$ cat src/rtl/arb_mux.sv
// arb_mux: N-channel, WIDTH-bit registered multiplexer with valid/ready on every
// input and on the output, arbitrating by external select, fixed priority or round-robin.
module arb_mux #(
  parameter int WIDTH = 32,
  parameter int N     = 4,
  parameter int MODE  = 0,
  localparam int SEL_W = $clog2(N)
) (
  input  logic               clk,
  input  logic               reset,
  input  logic [N*WIDTH-1:0] d,
  input  logic [N-1:0]       d_valid,
  output logic [N-1:0]       d_ready,
  input  logic [SEL_W-1:0]   s,
  output logic [WIDTH-1:0]   y,
  output logic               y_valid,
  input  logic               y_ready,
  output logic [SEL_W-1:0]   y_chan
);

  logic [WIDTH-1:0] y_q, y_d;
  logic [SEL_W-1:0] chan_q, chan_d;
  logic             valid_q, valid_d;
  logic [SEL_W-1:0] ptr_q, ptr_d;

  logic [SEL_W-1:0] grant;
  logic             req;
  logic             space;
  logic             xfer;
  int unsigned      rr_idx;

  always_comb begin
    grant  = '0;
    req    = 1'b0;
    rr_idx = 0;
    if (MODE == 0) begin
      grant = s;
      // A select beyond N-1 (non power-of-two N) never forms a request.
      if (int'(s) < N) req = d_valid[s];
    end else if (MODE == 1) begin
      // Scan downward so the lowest valid index is the last one written.
      for (int i = N - 1; i >= 0; i--) begin
        if (d_valid[i]) begin
          grant = i[SEL_W-1:0];
          req   = 1'b1;
        end
      end
    end else begin
      for (int k = N - 1; k >= 0; k--) begin
        rr_idx = (int'(ptr_q) + k) % N;
        if (d_valid[rr_idx]) begin
          grant = rr_idx[SEL_W-1:0];
          req   = 1'b1;
        end
      end
    end
  end

  // A new word may load on the same edge the old one drains.
  assign space = !valid_q || y_ready;
  assign xfer  = req && space && !reset;

  always_comb begin
    d_ready = '0;
    if (xfer) d_ready[grant] = 1'b1;
  end

  always_comb begin
    y_d     = y_q;
    chan_d  = chan_q;
    valid_d = valid_q;
    ptr_d   = ptr_q;
    if (xfer) begin
      y_d     = d[int'(grant)*WIDTH +: WIDTH];
      chan_d  = grant;
      valid_d = 1'b1;
      if (MODE == 2) ptr_d = (int'(grant) == N - 1) ? '0 : grant + 1'b1;
    end else if (y_ready) begin
      valid_d = 1'b0;
    end
  end

  // NOTE: state updates use non-blocking assignments so every register samples
  // pre-edge values; reset clears the data register too so y reads 0 after reset.
  always_ff @(posedge clk or posedge reset) begin
    if (reset) begin
      y_q     <= '0;
      chan_q  <= '0;
      valid_q <= 1'b0;
      ptr_q   <= '0;
    end else begin
      y_q     <= y_d;
      chan_q  <= chan_d;
      valid_q <= valid_d;
      ptr_q   <= ptr_d;
    end
  end

  assign y       = y_q;
  assign y_chan  = chan_q;
  assign y_valid = valid_q;

endmodule

$ cat config.mk
export PLATFORM = sky130hd
export DESIGN_NAME = arb_mux
export DESIGN_NICKNAME = d
export VERILOG_FILES = /design/src/rtl/arb_mux.sv
export SDC_FILE = /design/constraint.sdc
export NUM_CORES = 1
export LEC_CHECK = 0
export CELL_PAD_IN_SITES_DETAIL_PLACEMENT = 1
export CELL_PAD_IN_SITES_GLOBAL_PLACEMENT = 2
export CORE_ASPECT_RATIO = 0.7
export CORE_UTILIZATION = 19
export DETAILED_ROUTE_END_ITERATION = 10
export PLACE_DENSITY = 0.88
export SLEW_MARGIN = 10
export SYNTH_ARGS = -nofsm -noshare
export SYNTH_HDL_FRONTEND = slang
export SYNTH_SLANG_ARGS = --single-unit
$ cat constraint.sdc
create_clock -name clk -period 2.3 [get_ports clk]
set_input_delay 0.575 -clock clk [delete_from_list [all_inputs] [get_ports clk]]
set_output_delay 0.575 -clock clk [all_outputs]
set_load 0.05 [all_outputs]
==> flow_summary_export.csv <==
group,metric,value,unit
status,run_status,"finished, final reports clean",
finish,nNetsFinal,451,
worst_setup_path,setup.worst_path.end_class,"primary output",
synthesis,synth_area,0.00233,mm²
detailed_routing,detail_route.vias_per_cell,4.25,
grt,grt_pass1_vias,2327,
synthesis,synthCells,130,
floorplan,initial_core_util,19.7,%
worst_setup_path,critPathSlowestCell,"sky130_fd_sc_hd__clkdlybuf4s50_1",
worst_setup_path,critical-path-max-stage-delay,0.50,ns
worst_setup_path,worst-path-max-fanout,2,
detailed_routing,drtPass1Iterations,3,
floorplan,floorplan.die.width,134,µm
sta,setup_violations,0,
clock_network,cts_hold_buffers,0,
synthesis,synth.largest_area_cell,"sky130_fd_sc_hd__dfrtp_1",
job,maxCapViolations,0,
sta,fin_hold_ws,0.502,ns
sta,final_hold_vios,0,
sta,worst_clock_skew,0.00230,ns
detailed_routing,detail_route.iter0.violations,40,
finish,register_area,876,µm²
clock_network,cts.root.buffer_cell,"sky130_fd_sc_hd__clkbuf_16",
synthesis,synth_edf_count,0,
place,gp_congestion,0.719,
synthesis,synth_seq_cells,35,
sta,finalSetupTns,0,ns
sta,layout_worst_path_cycle_share,98.1,%
synthesis,yosysWarningCount,0,
clock_network,clock_tree.buffer_depth,2,
floorplan,core-area,0.0118,mm²
place,hpwl,6780,µm
sta,slew_viol_final,0,
sta,slew-limit-headroom,63.4,%
finish,antenna_cells_inserted,0,
sta,achievable-frequency,0.443,GHz
floorplan,design.die.area,0.0127,mm²
power_and_ir_drop,vdd_ir_drop_max,262,µV
clock_network,clock_insertion_delay_worst_skew,0.28,ns
sta,final_period_minus_worst_setup_slack,2.26,ns
synthesis,synth-seq-area-share,37.6,%
detailed_routing,route.detailed.wl_per_inst,17.4,µm
floorplan,rows,33,
clock_network,cts_tree,"yes",
clock_network,path_clk_slew,0.06,ns
worst_setup_path,cp_data_required_time,1.73,ns
synthesis,synth_commonest_cells,"sky130_fd_sc_hd__dfrtp_1 (35), sky130_fd_sc_hd__mux4_2 (32), sky130_fd_sc_hd__mux2_4 (29)",
detailed_routing,antenna_left,0,
clock_network,h-tree-depth,2,
synthesis,ys_types,23,
floorplan,die_h,94.7,µm
finish,synthToLayoutAreaGrowth,93.7,%
grt,wire_length_of_the_first_global_routing_pass,12600,µm
finish,final_layout_size_suffix_gt1_share,31.4,%
detailed_routing,drt-total-wl,8230,µm
worst_setup_path,critPathKind,"in -> out",
floorplan,io_pins,176,
grt,groute.usage.overall,13.4,%
power_and_ir_drop,power_per_cell_area,743,mW/mm²
place,buffer_ports.inserted,175,
detailed_routing,remaining_drc_errors,0,
grt,grt-ovfl-total,0,
detailed_routing,dr_total_vias,2008,
synthesis,post-synth-top-count-cell,"sky130_fd_sc_hd__dfrtp_1",
synthesis,yosys_most_used_dff,"sky130_fd_sc_hd__dfrtp_1",
synthesis,synth.avg_cell_area,17.9,µm²
clock_network,numCtsBuffers,5,
sta,grt_setup_unrepaired,"true",
sta,tightestPinTransition,0.547,ns
synthesis,top_cells_by_area_synth,"sky130_fd_sc_hd__dfrtp_1 (38%), sky130_fd_sc_hd__mux4_2 (31%), sky130_fd_sc_hd__mux2_4 (19%)",
synthesis,netlist.area_leader.share,37.6,%
finish,multiInputGateArea,0.00138,mm²
synthesis,synthArstFlopShare,100,%
clock_network,cts.sink_count,35,
worst_setup_path,timing.critical_path.arrival,1.68,ns
worst_setup_path,startpoint_type,"input pin",
grt,grt_max_degree,37,
finish,layout.filler_cells,1230,
power_and_ir_drop,leakage,0.00182,µW
grt,grt_antenna_before_repair,0,
hold_path,holdCritPathClass,"reg -> reg",
worst_setup_path,crit_chain,"clkdlybuf4s50_1 -> nor2b_1 -> nor2_1 -> and4b_2 -> buf_12",
synthesis,synth_fp_nets,267,
[area by class of cell]
type	instances	share of cell area, %
timing repair buffer	188	42.0
multi-input combinational	82	30.5
sequential	35	19.4
tap	157	4.35
clock buffer	8	3.46
inverter	2	0.249
[logic make-up after synthesis]
logic type / share of synthesized area (%)
compound gates: 0.805
buf+inv: 4.78
flops: 37.6
simple gates: 3.28
mux: 53.6
[path summary, 6_finish.rpt]
path / start / to / slack [ns] / depth (start not counted)
setup reg to reg: y_valid / y[27] / 0.90 / 5
setup / recovery: y_ready / d_ready[1] / 0.04 / 5
min in group asynchronous: reset / y[24] / 1.01 / 4
hold / removal: y[25] / y[25] / 0.50 / 1
max in group asynchronous: reset / y[14] / 0.95 / 4
hold reg to reg: y[25] / y[25] / 0.50 / 1
[stage by stage]
| step | cell area, µm² | total power [µW] | setup WS (ns) | instances | utilization [%] |
|---|---|---|---|---|---|
| after floorplan | 2350 | 1960 | -0.0720 | 130 | - |
| after global placement | 4330 | 2630 | -0.0206 | 464 | 36.7 |
| after detailed placement | 4330 | 2660 | -0.0679 | 464 | 36.7 |
| after CTS | 4510 | 3400 | 0.0231 | 472 | 38.2 |
| after global routing | 4510 | 3510 | -0.00820 | 472 | 38.2 |
| final | 4510 | 3350 | 0.0435 | 472 | 38.2 |
[what timing repair did]
action,4_1_cts,5_1_grt
resized for setup,3,2
cloned,0,0
endpoints found under the hold margin,0,0
endpoints found under the setup margin,1,2
setup buffers,0,0
pin swaps,0,2
[flip-flops by register name, indices dropped and copies added, names as in the netlist]
signal   cells
y_chan       2
y           32
y_valid      1
[power by group]
part	switching (µW)	internal (µW)	leakage, µW
clock network	253	461	0.0000772
registers	104	790	0.000410
logic	910	834	0.00133
total	1270	2090	0.00182
[metal layers]
layer	wire (µm)	global-route usage, %	vias up
met5	0	0	-
met1	3170	14.9	994
met2	4150	24.0	112
li1	-	-	894
met3	835	5.37	8
met4	69	3.75	0
[cells in the final DEF, fill, tap and decap left out, drive strengths merged, types with 2 or more instances in the layout]
master	instances
mux2	34
clkbuf	8
dfrtp	35
nand2	2
clkdlybuf4s50	169
mux4	33
nand3	2
nor2	2
buf	19
[worst max-delay path: cells and delay by family]
family / cells / cell delay (ns)
simple gates: 3 / 0.46
buf+inv: 2 / 0.65
(Power assumes the default switching activity.)
